**src/rtl/ps2_game_cmd_decoder.sv**
```systemverilog
// ps2_game_cmd_decoder: PS/2 scan-code stream to per-command held levels, make pulses and auto-repeat pulses
// Ports: CLOCK_50 clock; reset async active-high; ps2_byte/ps2_byte_en received byte strobe;
//        flush clears held/repeat state; cmd_pulse one-cycle strobes; cmd_held key-down levels;
//        last_code/last_ext last non-prefix byte and its E0 flag.
// Optional macro PS2_WASD_ALIAS_EN: unprefixed A/D/S/W also drive left/right/down/rotate.
module ps2_game_cmd_decoder #(
    parameter int         CNT_W         = 24,
    parameter int         REPEAT_DELAY  = 8000000,
    parameter int         REPEAT_PERIOD = 2500000,
    parameter logic [8:0] REPEAT_MASK   = 9'b000000111
) (
    input  logic       CLOCK_50,
    input  logic       reset,
    input  logic [7:0] ps2_byte,
    input  logic       ps2_byte_en,
    input  logic       flush,
    output logic [8:0] cmd_pulse,
    output logic [8:0] cmd_held,
    output logic [7:0] last_code,
    output logic       last_ext
);
`ifdef PS2_WASD_ALIAS_EN
    localparam int NK = 13;
`else
    localparam int NK = 9;
`endif
    typedef enum logic [1:0] {IDLE, EXT, BRK, EXTBRK} state_t;
    state_t           state_q, state_d;
    logic [NK-1:0]    held_q, held_d;
    logic [8:0]       pulse_q, pulse_d;
    logic [7:0]       code_q, code_d;
    logic             ext_q, ext_d;
    logic [CNT_W-1:0] cnt_q [9];
    logic [CNT_W-1:0] cnt_d [9];
    logic             is_make, is_brk, is_ext, key_v;
    logic [3:0]       key, cmd;
    logic [8:0]       held_nx;

    // key ids 0-8 are the command keys themselves; 9-12 are the WASD aliases of commands 0-3
    function automatic logic [4:0] key_of(input logic e, input logic [7:0] b);
        case ({e, b})
            9'h16B:  return {1'b1, 4'd0};
            9'h174:  return {1'b1, 4'd1};
            9'h172:  return {1'b1, 4'd2};
            9'h175:  return {1'b1, 4'd3};
            9'h05A:  return {1'b1, 4'd4};
            9'h066:  return {1'b1, 4'd5};
            9'h016:  return {1'b1, 4'd6};
            9'h01E:  return {1'b1, 4'd7};
            9'h026:  return {1'b1, 4'd8};
`ifdef PS2_WASD_ALIAS_EN
            9'h01C:  return {1'b1, 4'd9};
            9'h023:  return {1'b1, 4'd10};
            9'h01B:  return {1'b1, 4'd11};
            9'h01D:  return {1'b1, 4'd12};
`endif
            default: return 5'd0;
        endcase
    endfunction

    function automatic logic [8:0] merge(input logic [NK-1:0] h);
`ifdef PS2_WASD_ALIAS_EN
        return h[8:0] | {5'd0, h[12:9]};
`else
        return h;
`endif
    endfunction

    always_comb begin
        state_d = state_q;
        held_d  = held_q;
        pulse_d = '0;
        code_d  = code_q;
        ext_d   = ext_q;
        cnt_d   = cnt_q;
        is_make = 1'b0;
        is_brk  = 1'b0;
        is_ext  = 1'b0;
        // held repeat-enabled commands count down; reaching 1 fires a pulse and reloads the period
        for (int i = 0; i < 9; i++)
            if (REPEAT_MASK[i] && cmd_held[i] && cnt_q[i] != '0) begin
                pulse_d[i] = cnt_q[i] == CNT_W'(1);
                cnt_d[i]   = pulse_d[i] ? CNT_W'(REPEAT_PERIOD) : cnt_q[i] - CNT_W'(1);
            end
        if (ps2_byte_en)
            case (state_q)
                IDLE: begin
                    state_d = ps2_byte == 8'hE0 ? EXT : ps2_byte == 8'hF0 ? BRK : IDLE;
                    is_make = ps2_byte != 8'hE0 && ps2_byte != 8'hF0;
                end
                EXT: begin
                    state_d = ps2_byte == 8'hF0 ? EXTBRK : ps2_byte == 8'hE0 ? EXT : IDLE;
                    is_make = ps2_byte != 8'hE0 && ps2_byte != 8'hF0;
                    is_ext  = 1'b1;
                end
                BRK: begin
                    state_d = IDLE;
                    is_brk  = 1'b1;
                end
                default: begin
                    state_d = IDLE;
                    is_brk  = 1'b1;
                    is_ext  = 1'b1;
                end
            endcase
        {key_v, key} = key_of(is_ext, ps2_byte);
        cmd = key >= 4'd9 ? key - 4'd9 : key;
        if (is_make || is_brk) begin
            code_d = ps2_byte;
            ext_d  = is_ext;
        end
        if (key_v && is_make) begin
            if (!cmd_held[cmd]) begin
                pulse_d[cmd] = 1'b1;
                cnt_d[cmd]   = CNT_W'(REPEAT_DELAY);
            end
            held_d[key] = 1'b1;
        end
        if (key_v && is_brk)
            held_d[key] = 1'b0;
        held_nx = merge(held_d);
        // a command dies (and its pending repeat with it) only once every key mapped to it is up
        for (int i = 0; i < 9; i++)
            if (cmd_held[i] && !held_nx[i]) begin
                pulse_d[i] = 1'b0;
                cnt_d[i]   = '0;
            end
        if (flush) begin
            state_d = IDLE;
            held_d  = '0;
            pulse_d = '0;
            code_d  = code_q;
            ext_d   = ext_q;
            cnt_d   = '{default: '0};
        end
    end

    always_ff @(posedge CLOCK_50 or posedge reset)
        if (reset) begin
            state_q <= IDLE;
            held_q  <= '0;
            pulse_q <= '0;
            code_q  <= '0;
            ext_q   <= 1'b0;
            cnt_q   <= '{default: '0};
        end else begin
            state_q <= state_d;
            held_q  <= held_d;
            pulse_q <= pulse_d;
            code_q  <= code_d;
            ext_q   <= ext_d;
            cnt_q   <= cnt_d;
        end

    assign cmd_pulse = pulse_q;
    assign cmd_held  = merge(held_q);
    assign last_code = code_q;
    assign last_ext  = ext_q;
endmodule

```
**config.mk**
```make
export PLATFORM = sky130hd
export DESIGN_NAME = ps2_game_cmd_decoder
export DESIGN_NICKNAME = d
export VERILOG_FILES = /design/src/rtl/ps2_game_cmd_decoder.sv
export SDC_FILE = /design/constraint.sdc
export NUM_CORES = 1
export LEC_CHECK = 0
export BUFFER_PORTS_ARGS = -buffer_cell sky130_fd_sc_hd__buf_2
export CORE_ASPECT_RATIO = 1.75
export CORE_UTILIZATION = 45
export DETAILED_ROUTE_END_ITERATION = 12
export GPL_ROUTABILITY_DRIVEN = 0
export PLACE_DENSITY = 0.68
export SLEW_MARGIN = 20
export SYNTH_ARGS = -nofsm -noshare
export SYNTH_HDL_FRONTEND = slang
export SYNTH_SLANG_ARGS = --single-unit
```
**constraint.sdc**
```tcl
create_clock -name CLOCK_50 -period 3.3 [get_ports CLOCK_50]
set_input_delay 0.495 -clock CLOCK_50 [delete_from_list [all_inputs] [get_ports CLOCK_50]]
set_output_delay 0.495 -clock CLOCK_50 [all_outputs]
set_load 0.01 [all_outputs]
```
; Yosys cells after proc, flatten, opt, wreduce, memory -nomap -nowiden
; Cells that the tools add are included.
; Widths: inputs -> output; s select.
[totals]
register_bits = 245
output_inout_bits = 27
[op_classes]
bitwise_logic = 9
reduce_logical = 48
add_sub_neg = 4
n_eq_ne = 24
mux = 59
order_cmp = 7
[op_table]
columns = op, n
row1 = $mux 216, 3
row2 = $mux 24, 16
row3 = $and 153x153->153, 1
row4 = $not 153->153, 1
row5 = $demux 24 s4, 1
row6 = $eq 24x1->1 const B, 3
row7 = $reduce_bool 24->1, 3
row8 = $sub 24x1->24 const B, 3
row9 = $or 63x63->63, 1
row10 = $mux 9, 6
row11 = $pmux 5 s9, 1
row12 = $eq 9x9->1 const B, 4
row13 = $mux 1, 22
row14 = $eq 9x5->1 const B, 2
row15 = $eq 9x7->1 const B, 2
row16 = $logic_and 1x1->1, 18
row17 = $ne 3x2->1 const B, 6
row18 = $reduce_bool 3->1, 6
row19 = $eq 8x8->1 const B, 2
row20 = $ne 8x8->1 const B, 2
row21 = $reduce_and 2->1, 7
row22 = $lt 4x5->1 const B, 2
row23 = $mux 2, 5
row24 = $and 9x9->9, 1
row25 = 22 further kinds, 33

; Longest topological paths before layout
; Gate-level depths: netlist of run 1.
[depth]
depth_word = 19
mapped_depth = 16
mapped_depth_nobuf = 12

; Worst setup path before layout of run 1
; Ideal clock, no wire load.
[synth_path]
kind = input to register
start = input port ps2_byte_en
end = register cnt_q[197] (netlist name)
arrival_time_ns = 3.685
cell_stages = 15
path_slack_ns = -0.524
required_ns = 3.160
setup_ns = 0.140
path_buffers = 4
path_cell_list = clkbuf_1 -> and2_1 -> buf_2 -> nor4_1 -> o21ai_0 -> nand2_1 -> ha_1 -> nand2b_1 -> and2_0 -> a211o_1 -> nor4_1 -> and3_1 -> clkbuf_1 -> clkbuf_1 -> a211oi_1
[synth_rtl]
columns = item, line_no
row1 = "start, declared", 15  ; input logic ps2_byte_en,
row2 = "end signal, assigned", 152  ; cnt_q <= cnt_d;
row3 = "end, declared", 33  ; logic [CNT_W-1:0] cnt_q [9];

; Final worst setup path of run 1
[layout_path]
start = register state_q[0]
end = register pulse_q[6], in the netlist cmd_pulse[6]
[layout_between]
elab_chain_cells = 18
word_cells_on_any_way = 50
cone_classes = 1 x add/sub / 5 x order compare / 11 x eq/ne / 20 x mux / 4 x bitwise / 9 x reduce/logical
[layout_rtl]
columns = item, line_no
row1 = "start, declared", 28  ; state_t state_q, state_d;
row2 = "start signal, assigned", 147  ; state_q <= state_d;
row3 = "parallel branches: the longest is 16 deep, another holds $lt 4x5->1", --
row4 = $mux 1 (*), 124  ; if (cmd_held[i] && !held_nx[i]) begin
row5 = $mux 9 (*), 128  ; if (flush) begin
row6 = via pulse_d[6], 30  ; logic [8:0] pulse_q, pulse_d;
row7 = "end signal, assigned", 149  ; pulse_q <= pulse_d;
row8 = "end, declared", 30
; Mark *: on every way through the listed nets, which the timed path passes. The select of a mux whose other input is x is not followed.
; A chain may end at the register's enable or synchronous reset.

==> reports/metrics.cfg, run 1 <==
[outcome]
status = finished clean

[final_layout]
area_growth_pct = 17.2
antenna_cells = 0
stdcell_count = 865
postLayoutCoreUtil = 0.536
drive_above_1_share = 0.189
layout.nets = 716
fillers = 1208

[floorplan]
die_w_um = 88.5
die_y_um = 153
die-area_sq_um = 13600
num_io_pins = 39
core_area_sq_um = 12900
initial_core_util = 0.458
rows = 55

[logic_synthesis]
synth_cell_types = 58
ys_top_cells_by_area = dfrtp_1, xnor2_1, nor3_1, nor4_1, ha_1
postSynthCellCount = 628
synth.most_common_cell = dfrtp_1
syn-num-nets = 654
ys_ff_latch = 101
synthesis.area_sq_um = 5890
ys.flop_type = dfrtp_1
netlist_top_cells_count = dfrtp_1, nor3_1, nor4_1
synth_edf_count = 0
yosysWarnings = 0
seq_area_frac_synth = 0.429
netlist.area_leader.share = 0.429
synth-async-reset-ratio = 1.00
synth_area_leader_cell = dfrtp_1
syn_area_per_cell_sq_um = 9.38

[clock_network]
cts_hold_buf = 0
clk_latency_ps = 350
cts_max_level = 3
clock_path_buffers = 2
cts_sinks = 101
cts_inserted_buffers = 9
clkTransAtPathRegs_ps = 70
cts_tree = built
clockRootBuffer = clkbuf_16

[power_and_ir_drop]
p_int_uw = 1910
seqPwrFrac = 0.505
vdd_drop_max_mv = 0.243
power_frac_clock = 0.426
leakagePower_uw = 0.00304
power_frac_comb = 0.070
switching_power_uw = 600
switching_share = 0.239
power.density_nw_per_um2 = 363

[setup_path]
crit_chain = and2_1, nor4b_4, o21ai_1, nand2_1, buf_4, inv_1, ha_1, nand2b_4, a41oi_1, nand2_1, mux2_2, a2111oi_1
max_stage_delay_ps = 430
critPathArrivalTime_ps = 3310
cp_common_cell = nand2_1
worstPathBufferInverterCount = 2
path_class = flop to flop
worst_r2r_path_depth = 12
end_kind = flop
required_ps = 3510
critPathSlowestCell = dfrtp_1
cp_max_fo = 5
critPathTopFamily = simple AND/OR/NAND/NOR gates
cp_num_cells = 12
start_kind = flop

[grt]
grt_pass1_wl_mm = 25.8
grt_use_total = 0.242
gr-total-overflow = 0
grt_max_degree = 57
grt_pass1_vias = 5485
antenna_found_initial = 0

[timing]
fin_setup_tns_ps = 0
drv_slew = 0
max-slew-margin-rel = 0.516
rsz0062_at_grt = no
tightest_slew_ps = 727
finClkSkew_ps = 8.28
fin_crit_ps = 3090
whs_ps = 269
fmax_mhz = 323
setup_viol = 0
min_period_over_period = 0.938
hold_violations = 0

[detailed_routing]
dr.pass1.iters = 5
finalWirelength_mm = 15.5
via_per_inst = 6.14
first_iter_violations = 281
postRouteAntennaNets = 0
dr_total_vias = 5314
drc = 0
wl_per_cell_um = 17.9

[place]
port_buffers = 38
dp_hpwl_mm = 11.1
dp.cells = 850

[job]
drv_cap = 0

[hold_path]
hold_path_class = primary input to asynchronous set/reset pin

cells by family after synthesis:
kind of cell / after synthesis / share of synthesized area
and+or+nand+nor: 284 / 0.279
xor gates and xnor gates: 47 / 0.0699
AOI/OAI and AO/OA: 121 / 0.136
muxes: 13 / 0.0240
buffers and inverters: 48 / 0.0325
adders and majority gates: 14 / 0.0297
DFF: 101 / 0.429
cell usage in the layout (no fill, tap or decap), drive strengths merged, types with 16 or more instances in the layout:
cell type and count:
dfrtp 101, nor4 43, xnor2 38, a21oi 34, or3 17, nor3 54
nand2 30, nand2b 16, nor2 38, buf 80, a31oi 18, inv 21
a211oi 18
power by group through the flow:
stage | logic [uW] | clock network, uW | registers (uW)
after CTS | 175 | 1090 | 1270
after global routing | 193 | 1130 | 1270
after floorplan | 90.2 | 0 | 1300
after global placement | 170 | 0 | 1290
after detailed placement | 174 | 0 | 1290
final | 174 | 1070 | 1270
layout make-up:
class / count / area (sq um) / share of cell area
inverter: 19 / 73.8 / 0.0107
timing repair buffer: 80 / 568 / 0.0823
clock buffer: 9 / 225 / 0.0326
clock inverter: 6 / 62.6 / 0.00906
sequential: 101 / 2530 / 0.366
tap: 171 / 214 / 0.0310
multi-input combinational: 479 / 3230 / 0.468
metal layers:
metal | global-route usage | share of wire
met1 | 0.270 | 0.38
met2 | 0.436 | 0.55
met3 | 0.0383 | 0.037
met4 | 0.111 | 0.033
met5 | 0 | 0
worst register-to-register path, stage by stage (launching register included):
cell and delay [ps]:
dfrtp_1 430, and2_1 260, nor4b_4 340, o21ai_1 130, nand2_1 110, buf_4 120
inv_1 60, ha_1 210, nand2b_4 90, a41oi_1 240, nand2_1 200, mux2_2 350
a2111oi_1 420
repair_timing:
| item | CTS | global route |
|---|---|---|
| resized for setup | 0 | 3 |
| buffers inserted | 0 | 0 |
| setup endpoints to repair | 0 | 2 |
final timing paths:
| path | from | end | slack (ps) |
|---|---|---|---|
| min in group CLOCK_50 | ps2_byte[7] | last_code[7] | 440 |
| worst max-delay path | state_q[0] | cmd_pulse[6] | 210 |
| worst max register to register | state_q[0] | cmd_pulse[6] | 210 |
| worst min-delay path | reset | cnt_q[212] | 270 |
| max in group asynchronous | reset | last_code[3] | 2340 |
| worst min register to register | last_code[4] | last_code[4] | 490 |
metrics by stage:
stage / power, uW / area [sq um] / setup WS (ps)
final: 2510 / 6900 / 205
after global routing: 2590 / 6900 / 23.5
after CTS: 2530 / 6890 / 164
after detailed placement: 1460 / 6600 / -73.4
after global placement: 1460 / 6600 / -19.2
after floorplan: 1390 / 5950 / 9.55
flip-flops by register name, summed over array words and instances (netlist names):
name       count
cmd_held       9
cmd_pulse      9
last_code      8
state_q        2
last_ext       1
cnt_q         72
Power figures use the tool's default switching activity.
==> run 2, diff against run 1 <==
--- a/config.mk
+++ b/config.mk
@@ -5,12 +5,13 @@
 export SDC_FILE = /design/constraint.sdc
 export NUM_CORES = 1
 export LEC_CHECK = 0
+export ABC_AREA = 1
 export BUFFER_PORTS_ARGS = -buffer_cell sky130_fd_sc_hd__buf_2
 export CORE_ASPECT_RATIO = 1.75
 export CORE_UTILIZATION = 45
 export DETAILED_ROUTE_END_ITERATION = 12
 export GPL_ROUTABILITY_DRIVEN = 0
-export PLACE_DENSITY = 0.68
+export PLACE_DENSITY = 0.65
 export SLEW_MARGIN = 20
 export SYNTH_ARGS = -nofsm -noshare
 export SYNTH_HDL_FRONTEND = slang
==> constraint.sdc (replaced) <==
create_clock -name CLOCK_50 -period 3 [get_ports CLOCK_50]
set_input_delay 0.45 -clock CLOCK_50 [delete_from_list [all_inputs] [get_ports CLOCK_50]]
set_output_delay 0.45 -clock CLOCK_50 [all_outputs]
set_load 0.01 [all_outputs]
==> run 2 against run 1 <==
Against the previous run:
- count of clock-buffer cells in the layout rose by 2
- maximum frequency rose by 13%
- clock power rose by 15%
- global-route usage fell by 0.45 points
- register-to-register slack improved by 50 ps
- worst setup slack improved by 48 ps
- sequential power rose by 9%
- sequential share of layout area fell by 2.6 points
- critical path depth rose by 5
- synthesized cell count rose by 46%
- routed wire length rose by 8.9%
- power rose by 11%
==> reports/metrics.cfg, run 2 <==
[timing]
finClkSkew_ps = 8.33  ; was 8.28 ps
fin_crit_ps = 2750  ; was 3090 ps
tightest_slew_ps = 688  ; was 727 ps
drv_slew = 0  ; unchanged
hold_violations = 0  ; unchanged
min_period_over_period = 0.915  ; was 0.938
setup_viol = 0  ; unchanged
rsz0062_at_grt = no  ; unchanged
max-slew-margin-rel = 0.540  ; was 0.516
fmax_mhz = 364  ; was 323 MHz

[logic_synthesis]
synth_mux_area_frac = 0.00170  ; was 0.0240
synth-compound-area-share = 0.0993  ; was 0.136
syn_area_per_cell_sq_um = 7.23  ; was 9.38 sq um
ys_top_cells_by_area = dfrtp_1, nor2_1, nand2_1, inv_1, o21ai_0  ; was dfrtp_1, xnor2_1, nor3_1, nor4_1, ha_1
ys.flop_type = dfrtp_1  ; unchanged
yosysWarnings = 0  ; unchanged
netlist.area_leader.share = 0.382  ; was 0.429
synth_top_family_by_area = simple AND/OR/NAND/NOR gates  ; unchanged
synth-simple-area-share = 0.369  ; was 0.279
synth_fa_ha_area_frac = 0.0265  ; was 0.0297
synth_cell_types = 42  ; was 58
synth_area_leader_cell = dfrtp_1  ; unchanged
syn-num-nets = 941  ; was 654
synthesis.area_sq_um = 6620  ; was 5890 sq um
synth_xor_area_frac = 0.0596  ; was 0.0699
seq_area_frac_synth = 0.382  ; was 0.429
synth.most_common_cell = nor2_1  ; was dfrtp_1
ys_ff_latch = 101  ; unchanged
netlist_top_cells_count = nor2_1, nand2_1, dfrtp_1  ; was dfrtp_1, nor3_1, nor4_1
postSynthCellCount = 915  ; was 628
synth_edf_count = 0  ; unchanged
synth-async-reset-ratio = 1.00  ; unchanged

[final_layout]
stdcell_count = 1151  ; was 865
antenna_cells = 0  ; unchanged
layout.cells.most_common = nor2_1  ; was dfrtp_1
area_growth_pct = 12.4  ; was 17.2%
mostFrequentLayoutCells = nor2_1, nand2_1, dfrtp_1, inv_1, o21ai_0  ; was dfrtp_1, nor3_1, xnor2_1, buf_2
largest-register = cnt_q  ; unchanged
postLayoutCoreUtil = 0.518  ; was 0.536
layout.nets = 992  ; was 716
largest_reg_flops = 72  ; unchanged
fillers = 1497  ; was 1208
drive_above_1_share = 0.128  ; was 0.189

[job]
drv_cap = 0  ; unchanged

[clock_network]
clkTransAtPathRegs_ps = 70  ; about the same
clockRootBuffer = clkbuf_16  ; unchanged
cts_max_level = 3  ; unchanged
clk_latency_ps = 350  ; about the same
cts_sinks = 101  ; unchanged
cts_tree = built  ; unchanged
clock_path_buffers = 2  ; unchanged
cts_inserted_buffers = 9  ; unchanged
cts_hold_buf = 0  ; unchanged

[grt]
grt_max_degree = 46  ; was 57
antenna_found_initial = 0  ; unchanged
grt_pass1_vias = 6152  ; was 5485
grt_pass1_wl_mm = 28.2  ; was 25.8 mm
gr-total-overflow = 0  ; unchanged
grt_use_total = 0.237  ; was 0.242

[power_and_ir_drop]
power_frac_clock = 0.439  ; was 0.426
seqPwrFrac = 0.496  ; was 0.505
power_frac_comb = 0.064  ; was 0.070
switching_share = 0.243  ; was 0.239
total_power_uw = 2790  ; was 2510 uW
vdd_drop_max_mv = 0.226  ; was 0.243 mV
p_int_uw = 2110  ; was 1910 uW
power.density_nw_per_um2 = 376  ; was 363 nW/um^2
leakagePower_uw = 0.00414  ; was 0.00304 uW
switching_power_uw = 678  ; was 600 uW

[detailed_routing]
via_per_inst = 5.33  ; was 6.14
postRouteAntennaNets = 0  ; unchanged
wl_per_cell_um = 14.7  ; was 17.9 um
first_iter_violations = 234  ; was 281
finalWirelength_mm = 16.9  ; was 15.5 mm
dr.pass1.iters = 5  ; unchanged
drc = 0  ; unchanged
dr_total_vias = 6133  ; was 5314

[floorplan]
die_w_um = 93.7  ; was 88.5 um
rows = 58  ; was 55
die-area_sq_um = 15200  ; was 13600 sq um
die_y_um = 162  ; was 153 um
initial_core_util = 0.461  ; was 0.458
num_io_pins = 39  ; unchanged
core_area_sq_um = 14400  ; was 12900 sq um

[setup_path]
crit_chain = nand2_4, clkinv_4, nor2_2, nand2_1, nor2_1, nor2_4, inv_1, ha_1, o211ai_4, o21ai_4, inv_2, nand2_1, nand2_1, nand2_4, nand4_4, nand3_4, nor2_1  ; was and2_1, nor4b_4, o21ai_1, nand2_1, buf_4, inv_1, ha_1, nand2b_4, a41oi_1, nand2_1, mux2_2, a2111oi_1
required_ps = 3240  ; was 3510 ps
cp_common_cell = nand2_1  ; unchanged
critPathArrivalTime_ps = 2980  ; was 3310 ps
path_class = flop to flop  ; unchanged
cp_max_fo = 8  ; was 5
start_kind = flop  ; unchanged
critPathSlowestCell = dfrtp_1  ; unchanged
end_kind = flop  ; unchanged
max_stage_delay_ps = 410  ; was 430 ps
ff2ff_setup_slack_ps = 250  ; was 210 ps

[place]
dp_hpwl_mm = 13.2  ; was 11.1 mm
dp.cells = 1135  ; was 850
port_buffers = 38  ; unchanged

[hold_path]
hold_path_class = primary input to asynchronous set/reset pin  ; unchanged

[outcome]
status = finished clean  ; unchanged

-- run 2: path summary, 6_finish.rpt --
check,to,cells past startpoint,from
setup / recovery,cnt_q[207],17,state_q[0]
hold / removal,cnt_q[178],2,reset
setup reg to reg,cnt_q[207],17,state_q[0]
hold reg to reg,last_code[3],2,last_code[3]
max in group asynchronous,cmd_pulse[5],3,reset
min in group CLOCK_50,last_code[6],2,ps2_byte[6]
-- run 2: area by class of cell --
type,count,area [sq um],share of cell area
Clock inverter,5,67.6,0.00909
Inverter,96,369,0.0496
Sequential cell,101,2530,0.340
Multi-Input combinational cell,707,3690,0.496
Clock buffer,11,243,0.0326
Timing Repair Buffer,51,313,0.0421
Tap cell,180,225,0.0303
-- run 2: routing by layer --
| layer | part of all wire | global-route usage | vias up |
|---|---|---|---|
| li1 | - | - | 3086 |
| met1 | 0.38 | 0.249 | 2854 |
| met2 | 0.55 | 0.444 | 134 |
| met3 | 0.025 | 0.0280 | 59 |
| met4 | 0.053 | 0.141 | 0 |
| met5 | 0 | 0 | - |
-- run 2: metrics by stage --
step	hold WS [ps]	TNS [ps]	setup WS (ps)	area, sq um
after floorplan	519	0	409	6620
after global placement	467	0	38.5	7110
after detailed placement	471	-6.19	-4.39	7110
after CTS	215	0	177	7420
after global routing	245	0	27.7	7440
final	198	0	254	7440
-- run 2: critical path: cells and delay by family, from the launching register on --
family          cells  cell delay [ps]
flops               1              410
fa+ha+maj           1              240
buf+inv             3              220
simple gates       11             1300
compound gates      2              450
-- run 2: repair_timing --
item,4_1_cts,5_1_grt
endpoints found under the setup margin,0,36
buffers inserted,0,0
hold endpoints to repair,0,0
resized for setup,0,2
-- run 2: cell families (layout without fill, tap and decap cells) --
family | Yosys count | count (layout)
XOR/XNOR | 45 | 45
buffers and inverters | 107 | 163
multiplexers | 1 | 1
AND/OR/NAND/NOR | 532 | 532
adder cells (fa/ha/maj) | 14 | 14
AO/OA/AOI/OAI | 115 | 115
flip-flops | 101 | 101
-- run 2: power groups by stage --
stage	combinational (uW)	sequential (uW)	clock, uW
after floorplan	105	1420	0
after CTS	183	1390	1260
after global placement	181	1410	0
after detailed placement	182	1410	0
final	180	1390	1230
after global routing	203	1390	1300
